$ cat src/rtl/cpu_pkg.sv
// cpu_pkg: shared types for the accumulator CPU control path.
//   opcode_e   - 4-bit instruction opcodes (IR[7:4])
//   bus_sel_e  - shared-bus source select encoding
//   state_e    - sequencer FSM states
//   ctrl_t     - packed bundle of every control strobe driven by the sequencer
package cpu_pkg;

  typedef enum logic [3:0] {
    OP_NOP = 4'h0,
    OP_LDA = 4'h1,
    OP_ADD = 4'h2,
    OP_SUB = 4'h3,
    OP_STA = 4'h4,
    OP_LDI = 4'h5,
    OP_JMP = 4'h6,
    OP_JC  = 4'h7,
    OP_JZ  = 4'h8,
    OP_OUT = 4'hE,
    OP_HLT = 4'hF
  } opcode_e;

  typedef enum logic [2:0] {
    BUS_NONE = 3'd0,
    BUS_PC   = 3'd1,
    BUS_RAM  = 3'd2,
    BUS_IR   = 3'd3,
    BUS_ALU  = 3'd4,
    BUS_A    = 3'd5
  } bus_sel_e;

  typedef enum logic [1:0] {
    ST_FETCH = 2'd0,
    ST_EXEC  = 2'd1,
    ST_HALT  = 2'd2
  } state_e;

  typedef struct packed {
    bus_sel_e bus_sel;
    logic     mar_ld;
    logic     ir_ld;
    logic     a_ld;
    logic     b_ld;
    logic     out_ld;
    logic     flags_ld;
    logic     ram_we;
    logic     pc_inc;
    logic     pc_ld;
    logic     alu_sub;
  } ctrl_t;

  localparam logic [3:0] HALT_OPCODE = 4'hF;
  localparam ctrl_t      CTRL_IDLE   = ctrl_t'(13'd0);

  // Opcodes with no execute micro-steps finish at T1 (NOP and the undefined 9..D).
  function automatic logic fetch_only(input logic [3:0] op);
    logic r;
    case (op)
      4'h0, 4'h9, 4'hA, 4'hB, 4'hC, 4'hD: r = 1'b1;
      default:                            r = 1'b0;
    endcase
    return r;
  endfunction

endpackage

$ cat src/rtl/cpu_microcode_rom.sv
// cpu_microcode_rom: purely combinational microcode table.
// Ports:
//   opcode_i    - current opcode (from IR)
//   tstate_i    - current T-state (0..4)
//   carry_i     - registered carry flag, used by JC
//   zero_i      - registered zero flag, used by JZ
//   ctrl_o      - control strobes for this micro-step
//   last_step_o - this micro-step ends the instruction
module cpu_microcode_rom
  import cpu_pkg::*;
(
  input  logic [3:0] opcode_i,
  input  logic [2:0] tstate_i,
  input  logic       carry_i,
  input  logic       zero_i,
  output ctrl_t      ctrl_o,
  output logic       last_step_o
);

  // Micro-step decode: fetch steps are opcode independent, execute steps are not.
  always_comb begin
    ctrl_o      = CTRL_IDLE;
    last_step_o = 1'b0;
    case (tstate_i)
      3'd0: begin
        ctrl_o.bus_sel = BUS_PC;
        ctrl_o.mar_ld  = 1'b1;
      end
      3'd1: begin
        ctrl_o.bus_sel = BUS_RAM;
        ctrl_o.ir_ld   = 1'b1;
        ctrl_o.pc_inc  = 1'b1;
        last_step_o    = fetch_only(opcode_i);
      end
      3'd2: begin
        case (opcode_i)
          OP_LDA, OP_ADD, OP_SUB, OP_STA: begin
            ctrl_o.bus_sel = BUS_IR;
            ctrl_o.mar_ld  = 1'b1;
          end
          OP_LDI: begin
            ctrl_o.bus_sel = BUS_IR;
            ctrl_o.a_ld    = 1'b1;
            last_step_o    = 1'b1;
          end
          OP_JMP: begin
            ctrl_o.bus_sel = BUS_IR;
            ctrl_o.pc_ld   = 1'b1;
            last_step_o    = 1'b1;
          end
          OP_JC: begin
            // Not-taken branch still consumes T2 but drives nothing.
            if (carry_i) begin
              ctrl_o.bus_sel = BUS_IR;
              ctrl_o.pc_ld   = 1'b1;
            end else begin
              ctrl_o = CTRL_IDLE;
            end
            last_step_o = 1'b1;
          end
          OP_JZ: begin
            if (zero_i) begin
              ctrl_o.bus_sel = BUS_IR;
              ctrl_o.pc_ld   = 1'b1;
            end else begin
              ctrl_o = CTRL_IDLE;
            end
            last_step_o = 1'b1;
          end
          OP_OUT: begin
            ctrl_o.bus_sel = BUS_A;
            ctrl_o.out_ld  = 1'b1;
            last_step_o    = 1'b1;
          end
          default: begin
            // HLT ends here; fetch-only opcodes never reach T2 but terminate safely.
            last_step_o = 1'b1;
          end
        endcase
      end
      3'd3: begin
        case (opcode_i)
          OP_LDA: begin
            ctrl_o.bus_sel = BUS_RAM;
            ctrl_o.a_ld    = 1'b1;
            last_step_o    = 1'b1;
          end
          OP_ADD, OP_SUB: begin
            ctrl_o.bus_sel = BUS_RAM;
            ctrl_o.b_ld    = 1'b1;
          end
          OP_STA: begin
            ctrl_o.bus_sel = BUS_A;
            ctrl_o.ram_we  = 1'b1;
            last_step_o    = 1'b1;
          end
          default: last_step_o = 1'b1;
        endcase
      end
      3'd4: begin
        case (opcode_i)
          OP_ADD, OP_SUB: begin
            ctrl_o.bus_sel  = BUS_ALU;
            ctrl_o.a_ld     = 1'b1;
            ctrl_o.flags_ld = 1'b1;
            ctrl_o.alu_sub  = (opcode_i == OP_SUB);
            last_step_o     = 1'b1;
          end
          default: last_step_o = 1'b1;
        endcase
      end
      default: last_step_o = 1'b1;
    endcase
  end

endmodule

$ cat src/rtl/cpu_control_sequencer.sv
// cpu_control_sequencer: microcoded T-state sequencer for the accumulator CPU.
// Ports:
//   clk, reset        - clock, asynchronous active-high reset
//   run, single_step  - free-run enable, one-instruction step request pulse
//   ir_opcode         - opcode from IR (valid from T2)
//   carry_flag, zero_flag - registered ALU flags
//   bus_sel, *_ld, ram_we, pc_inc, pc_ld, alu_sub - datapath controls
//   halted            - processor stopped by HLT
//   instr_done        - last micro-step of the current instruction
//   tstate            - current T-state (debug)
module cpu_control_sequencer
  import cpu_pkg::*;
#(
  parameter int OPCODE_W = 4,
  parameter int STEP_W   = 3
) (
  input  logic                clk,
  input  logic                reset,
  input  logic                run,
  input  logic                single_step,
  input  logic [OPCODE_W-1:0] ir_opcode,
  input  logic                carry_flag,
  input  logic                zero_flag,
  output logic [2:0]          bus_sel,
  output logic                mar_ld,
  output logic                ir_ld,
  output logic                a_ld,
  output logic                b_ld,
  output logic                out_ld,
  output logic                flags_ld,
  output logic                ram_we,
  output logic                pc_inc,
  output logic                pc_ld,
  output logic                alu_sub,
  output logic                halted,
  output logic                instr_done,
  output logic [STEP_W-1:0]   tstate
);

  state_e            state_q, state_d;
  logic [STEP_W-1:0] tstate_q, tstate_d;
  logic              step_req_q, step_req_d;

  logic  at_t0;
  logic  go;
  ctrl_t rom_ctrl;
  logic  rom_last;
  ctrl_t ctrl;
  logic  done;

  cpu_microcode_rom u_rom (
    .opcode_i    (ir_opcode),
    .tstate_i    (tstate_q),
    .carry_i     (carry_flag),
    .zero_i      (zero_flag),
    .ctrl_o      (rom_ctrl),
    .last_step_o (rom_last)
  );

  assign at_t0 = (state_q == ST_FETCH) && (tstate_q == STEP_W'(0));
  assign go    = run | step_req_q;

  // Next-state logic: boundary gating, T-state advance, step request bookkeeping.
  always_comb begin
    state_d    = state_q;
    tstate_d   = tstate_q;
    step_req_d = step_req_q;
    case (state_q)
      ST_FETCH, ST_EXEC: begin
        // A request is consumed only when an instruction actually starts.
        step_req_d = single_step | (step_req_q & ~(at_t0 & go));
        if (at_t0 && !go) begin
          tstate_d = tstate_q;
          state_d  = ST_FETCH;
        end else if (rom_last) begin
          tstate_d = STEP_W'(0);
          if ((state_q == ST_EXEC) && (ir_opcode == HALT_OPCODE)) begin
            state_d = ST_HALT;
          end else begin
            state_d = ST_FETCH;
          end
        end else begin
          tstate_d = tstate_q + STEP_W'(1);
          if (tstate_q == STEP_W'(1)) begin
            state_d = ST_EXEC;
          end else begin
            state_d = state_q;
          end
        end
      end
      ST_HALT: begin
        // Terminal: only reset leaves HALT, run/single_step are ignored.
        state_d    = ST_HALT;
        tstate_d   = STEP_W'(0);
        step_req_d = 1'b0;
      end
      default: begin
        state_d    = ST_FETCH;
        tstate_d   = STEP_W'(0);
        step_req_d = 1'b0;
      end
    endcase
  end

  // Sequencer state registers.
  always_ff @(posedge clk or posedge reset) begin
    if (reset) begin
      state_q    <= ST_FETCH;
      tstate_q   <= STEP_W'(0);
      step_req_q <= 1'b0;
    end else begin
      state_q    <= state_d;
      tstate_q   <= tstate_d;
      step_req_q <= step_req_d;
    end
  end

  // Output gating: reset, HALT and a paused boundary all silence the datapath.
  always_comb begin
    ctrl = CTRL_IDLE;
    done = 1'b0;
    if (reset) begin
      ctrl = CTRL_IDLE;
      done = 1'b0;
    end else if (state_q == ST_HALT) begin
      ctrl = CTRL_IDLE;
      done = 1'b0;
    end else if (at_t0 && !go) begin
      ctrl = CTRL_IDLE;
      done = 1'b0;
    end else begin
      ctrl = rom_ctrl;
      done = rom_last;
    end
  end

  assign bus_sel    = ctrl.bus_sel;
  assign mar_ld     = ctrl.mar_ld;
  assign ir_ld      = ctrl.ir_ld;
  assign a_ld       = ctrl.a_ld;
  assign b_ld       = ctrl.b_ld;
  assign out_ld     = ctrl.out_ld;
  assign flags_ld   = ctrl.flags_ld;
  assign ram_we     = ctrl.ram_we;
  assign pc_inc     = ctrl.pc_inc;
  assign pc_ld      = ctrl.pc_ld;
  assign alu_sub    = ctrl.alu_sub;
  assign instr_done = done;
  assign halted     = (state_q == ST_HALT) && !reset;
  assign tstate     = tstate_q;

endmodule

$ cat config.mk
export PLATFORM = sky130hd
export DESIGN_NAME = cpu_control_sequencer
export DESIGN_NICKNAME = d
export VERILOG_FILES = /design/src/rtl/cpu_pkg.sv /design/src/rtl/cpu_microcode_rom.sv /design/src/rtl/cpu_control_sequencer.sv
export SDC_FILE = /design/constraint.sdc
export NUM_CORES = 1
export LEC_CHECK = 0
export BUFFER_PORTS_ARGS = -buffer_cell sky130_fd_sc_hd__buf_2
export CORE_MARGIN = 2
export CORE_UTILIZATION = 40
export DETAILED_ROUTE_END_ITERATION = 8
export GPL_TIMING_DRIVEN = 0
export PLACE_DENSITY_LB_ADDON = 0.05
export SYNTH_ARGS = -nofsm -noshare
export SYNTH_HDL_FRONTEND = slang
export SYNTH_SLANG_ARGS = --single-unit
$ cat constraint.sdc
create_clock -name clk -period 2.6 [get_ports clk]
set_input_delay 0.13 -clock clk [delete_from_list [all_inputs] [get_ports clk]]
set_output_delay 0.13 -clock clk [all_outputs]
set_load 0.01 [all_outputs]
======== Word level (Yosys, flattened, before mapping) ========
Index checks and enable logic that the tools add are counted.
cells by class
  add/subtract/negate cells ............... 1
  eq/ne operators ......................... 23
  muxes and demuxes ....................... 44
  bitwise operators ....................... 5
  reductions and logical operators ........ 15
operator list
  kind                                           number
  two-way mux 13 bit                             3
  == test 4 bit, second input constant           8
  two-way mux 1 bit                              23
  == test 4 x 3 -> 1 bit, second input constant  4
  case mux 3 bit (5 select lines)                1
  two-way mux 2 bit                              6
  two-way mux 3 bit                              4
  case mux 3 bit (4 select lines)                1
  OR reduction 6 bit                             2
  == test 4 x 2 -> 1 bit, second input constant  2
  == test 3 x 2 -> 1 bit, second input constant  2
  case mux 1 bit (3 select lines)                2
  case mux 3 bit (2 select lines)                1
  == test 4 x 1 -> 1 bit, second input constant  1
  logical AND 1 bit                              4
  zero test 4 bit                                1
  != test 4 bit, second input constant           1
  case mux 1 bit (4 select lines)                1
  case mux 2 bit (2 select lines)                1
  OR reduction 2 bit                             2
  OR reduction 4 bit                             1
  adder 3 x 1 -> 3 bit, second input constant    1
  == test 3 x 1 -> 1 bit, second input constant  1
  == test 3 bit, second input constant           1
  other kinds (11)                               14
storage, ports and cells
  register bits after elaboration ......... 6
  input bits .............................. 10
  output and inout bits ................... 18
  word-level logic and storage cells ...... 91

======== Depth between registers and ports, before layout ========
  depth after elaboration ................. 7
  mapped depth ............................ 8
  mapped depth without buffers ............ 6

======== Modules after synthesis ========
A second synthesis with hierarchy kept.
unflattened totals
  cells, all modules ...................... 113
  area, all modules ....................... 880.8 µm²
modules (own cells, without submodules)
  module                 instances  cells each  area each (µm²)  seq. area each (µm²)
  cpu_control_sequencer  1          48          467.9            150.1
  cpu_microcode_rom      1          65          412.9            0.0

======== Worst setup path before layout ========
OpenSTA, ideal clock, no wires.
  path type ............................... register to output
  from .................................... register tstate_q[0] (netlist: tstate[0])
  to ...................................... output pc_inc
  arrival ................................. 1779 ps
  data required time ...................... 2470 ps
  slack ................................... 691 ps
  stages on the path, launching flop included .. 7
  buffers on the path ..................... 1
  cell sequence ........................... dfrtp_1 > inv_1 > ha_1 > or3b_4 > o211ai_4 > nor3b_1 > buf_4
on the way
  longest elaborated chain between the ends .. 6
  elaborated cells between the ends (all ways) .. 8
  classes of those cells .................. eq/ne: 1; mux: 4; reduce/logical: 3
RTL lines
  item                      RTL line                      text
  start: declaration        cpu_control_sequencer.sv:41   logic [STEP_W-1:0] tstate_q, tstate_d;
  start signal: assignment  cpu_control_sequencer.sv:113  tstate_q <= tstate_d;
  zero test 3 bit           cpu_control_sequencer.sv:60   assign at_t0 = (state_q == ST_FETCH) && (tstate_q == STEP_W'(0));
  logical AND 1 bit         cpu_control_sequencer.sv:60
  logical AND 1 bit         cpu_control_sequencer.sv:128  end else if (at_t0 && !go) begin
  two-way mux 13 bit (*)    cpu_control_sequencer.sv:128
  two-way mux 13 bit (*)    cpu_control_sequencer.sv:125  end else if (state_q == ST_HALT) begin
  two-way mux 13 bit (*)    cpu_control_sequencer.sv:122  if (reset) begin
  end: declaration          cpu_control_sequencer.sv:32   output logic pc_inc,
Every way passes the cells marked *; elsewhere a longest branch is shown, timed or not.

======== Final worst setup path ========
  from .................................... register tstate_q[0] (netlist: tstate[0])
  to ...................................... output bus_sel[1]
on the way
  longest elaborated chain between the ends .. 6
  elaborated cells between the ends (all ways) .. 11
  classes of those cells .................. eq/ne: 4; mux: 4; reduce/logical: 3
RTL lines
  item                                                                                     RTL line                      text
  parallel branches: the longest is 3 deep, another holds case mux 3 bit (5 select lines)  --
  two-way mux 13 bit (*)                                                                   cpu_control_sequencer.sv:128
  two-way mux 13 bit (*)                                                                   cpu_control_sequencer.sv:125
  two-way mux 13 bit (*)                                                                   cpu_control_sequencer.sv:122
  end: declaration                                                                         cpu_control_sequencer.sv:24   output logic [2:0] bus_sel,
Mark *: on every way between the ends.

==> metrics.txt <==
outcome=complete, no violations; Wirelength per Cell=12.3 um; GPL Wtd Cong=0.818; cell chosen for the clock root=sky130_fd_sc_hd__clkbuf_4; Max clock buf depth=2; Global Route Usage Sum=16.4%; final design utilization=54.7%; sequential area share after synthesis=19.2%; setup tns final=0 ns; combinational share of power=70.0%; total routed wirelength=1.91 mm; Power Dens Cells=857 mW/mm^2; arrival time of the worst setup path=2.27 ns; DRC marker count from the first detailed-route iteration=17; growth of design area from synthesis to finish=24.8%; largest area contributor in the synthesized netlist=sky130_fd_sc_hd__dfrtp_1; count of different cell masters after synthesis=43; delay of the slowest cell on the worst path=0.45 ns; clock buffers created by TritonCTS=3; grt met1 use=23.3%; leakage component of the power=0.469 nW; share of Yosys cell area claimed by the top area cell type=19.2%; slew at the pin with the worst max-slew slack=0.413 ns; worst-path fanout max=10; syn avg cell area=7.81 um^2; crit share post-route=92.2%; Post-synth ARST share=100%; HP Class=input port to register; Power Total=0.000835 W; primary flip-flop cell chosen by synthesis mapping=sky130_fd_sc_hd__dfrtp_1; antenna violations before repair=0; global-route met2 utilization=26.3%; family with the most delay on the worst path=simple AND/OR/NAND/NOR gates; launching instance or port of the critical path=tstate[0]$_DFFE_PP0P_; Switching Fraction=47.0%; share of total power in the clock network=9.7%; via density per instance=5.32; gate count after technology mapping=100; detailed-route via count=825; post-synthesis instance area=781 um^2; sinks on the clock net=6; total nets after synthesis=115; insertion delay of the later-clocked pin in the worst-skew pair=0.24 ns; list of cells traversed by the critical path=inv_1 > ha_1 > or3b_4 > o211ai_4 > nand2b_2 > a21oi_1 > buf_2; FF+latch count, synth=6; largest cells by area after synthesis=sky130_fd_sc_hd__dfrtp_1 (19%), sky130_fd_sc_hd__ha_1 (8.0%), sky130_fd_sc_hd__nor2_1 (6.3%); post-layout min period=2.40 ns; number of fillers in the final layout=179; worst path buffer plus inverter count=2; CTS clock-pin slew for the worst setup and hold paths=0.04 ns; busiest metal layer after global routing=met2; number of hold violations in the final report=0; count of endpoints failing setup in the final report=0; Warnings, synthesis=0; start point of the worst hold path=single_step; Final HPWL DP=1.47 mm; drt pass-1 iters=4; EDFF count, synth=0; area inside the core boundary=0.00178 mm^2; number of max-slew violations in the final report=0; net switching power=0.000392 W; slowest library cell on the worst path=sky130_fd_sc_hd__or3b_4; number of nets in the layout=147; unrepaired setup endpoints after global routing=false; VDD IR-drop max=0.512 mV; vertical extent of the die=48.2 um; starting density of the core=43.8%; number of placement rows=15; Crit path required time=2.47 ns; overall die width=48.2 um; Critical Path Start Type=register; clock skew=0.000956 ns; ANT cells=0; first-pass GRT wire length=2.74 mm; via count of the first global-routing pass=652; Post-DRT Antenna Nets=0; launch point of the worst reg-to-reg path=tstate[0]$_DFFE_PP0P_; library cell with the highest instance count after synthesis=sky130_fd_sc_hd__nor2_1; Remaining Overflow, GRT=0; Max-slew headroom=72.5%; IO buf count=26; fmax=0.417 GHz; number of top-level design ports=28; clock tree from TritonCTS=done; Die ar.=0.00232 mm^2; cell types with the highest counts after synthesis=sky130_fd_sc_hd__nor2_1 (13), sky130_fd_sc_hd__inv_1 (8), sky130_fd_sc_hd__a21oi_1 (7); internal power contribution=0.000443 W; element type at the critical path end=output pin; maximum capacitance violations=0; share of layout cells above drive strength 1=32.3%; maximum number of pins on one net before global-route repair=11; H-tree levels=1; setup slack, reg-to-reg=0.80 ns; Worst Path Class, Setup=register to output pin; met3 track demand over resource=4.44%; sequential power share=20.2%; Residual DRC=0
## kinds of logic (layout without fill, tap and decap cells)
kind of cell	Yosys count	in the layout	synth area share, %
adders and majority gates	5	5	8.01
and+or+nand+nor	49	49	37.0
DFF	6	6	19.2
AOI/OAI and AO/OA	23	23	23.1
xor gates and xnor gates	1	1	1.12
muxes	1	1	1.28
buffers and inverters	15	45	10.3
## cell type report
cell class	count	area, um^2	share of cell area (%)
timing repair buffer	27	140	14.4
inverter	8	30.0	3.08
buffer	7	50.0	5.13
sequential	6	150	15.4
clock buffer	3	22.5	2.31
multi-input combinational	79	551	56.5
tap	25	31.3	3.21
## flip-flops by register name (all words and copies together) (netlist names)
signal	cells
tstate	3
state_q	2
step_req_q	1
## path summary, 6_finish.rpt
check	to	cells past startpoint
min	step_req_q$_DFF_PP0_	3
min in group asynchronous	step_req_q$_DFF_PP0_	3
min reg2reg	step_req_q$_DFF_PP0_	1
max	bus_sel[1]	7
max in group asynchronous	tstate[1]$_DFFE_PP0P_	3
max reg2reg	tstate[0]$_DFFE_PP0P_	6
## through the flow
step | std cells | cell area [um^2] | hold WS [ns] | setup WS, ns
5_1_grt | 155 | 975 | 0.121 | 0.0743
3_3_place_gp | 151 | 942 | 0.0932 | 0.463
3_5_place_dp | 151 | 942 | 0.103 | 0.464
6_report | 155 | 975 | 0.119 | 0.202
4_1_cts | 155 | 975 | 0.106 | 0.199
2_1_floorplan | 100 | 781 | -0.0471 | 0.691
## metal layers
metal	wire length, um	vias to the layer above	part of all wire (%)
met5	0	-	0
met4	0	0	0
met3	83	0	4.4
met2	870	28	46
met1	952	376	50
li1	-	421	-
## power by group through the flow
stage / clock network (W) / registers, W / logic, W
2_1_floorplan: 0 / 0.000174 / 0.000430
4_1_cts: 0.0000854 / 0.000169 / 0.000587
5_1_grt: 0.0000900 / 0.000173 / 0.000650
3_3_place_gp: 0 / 0.000169 / 0.000582
3_5_place_dp: 0 / 0.000170 / 0.000583
6_report: 0.0000813 / 0.000169 / 0.000585
## repair_timing
item,4_1_cts,5_1_grt
gates resized for setup,0,0
hold buffers,1,0
buffers inserted,0,0
hold endpoints to repair,6,0
## layout by cell type, fill, tap and decap left out, drive strengths merged, types with 2 or more instances in the layout
cell | synthesis | final
a21oi | 7 | 7
a31oi | 4 | 4
and2 | 2 | 2
buf | 5 | 31
clkbuf | 2 | 5
dfrtp | 6 | 6
ha | 5 | 5
inv | 8 | 8
nand2 | 6 | 6
nand2b | 3 | 3
nand3 | 3 | 3
nand4b | 2 | 2
nor2 | 14 | 14
nor2b | 4 | 4
nor3 | 3 | 3
nor3b | 3 | 3
o21ai | 3 | 3
or3b | 2 | 2
## worst reg2reg max path, cell delays in order (launching register included)
cell                       delay (ns)
sky130_fd_sc_hd__dfrtp_1         0.43
sky130_fd_sc_hd__inv_1           0.11
sky130_fd_sc_hd__ha_1            0.28
sky130_fd_sc_hd__or3b_4          0.45
sky130_fd_sc_hd__o21ba_2         0.24
sky130_fd_sc_hd__nand4b_4        0.11
sky130_fd_sc_hd__o21ai_1         0.06
No activity file was read; power rests on OpenSTA's default activity.
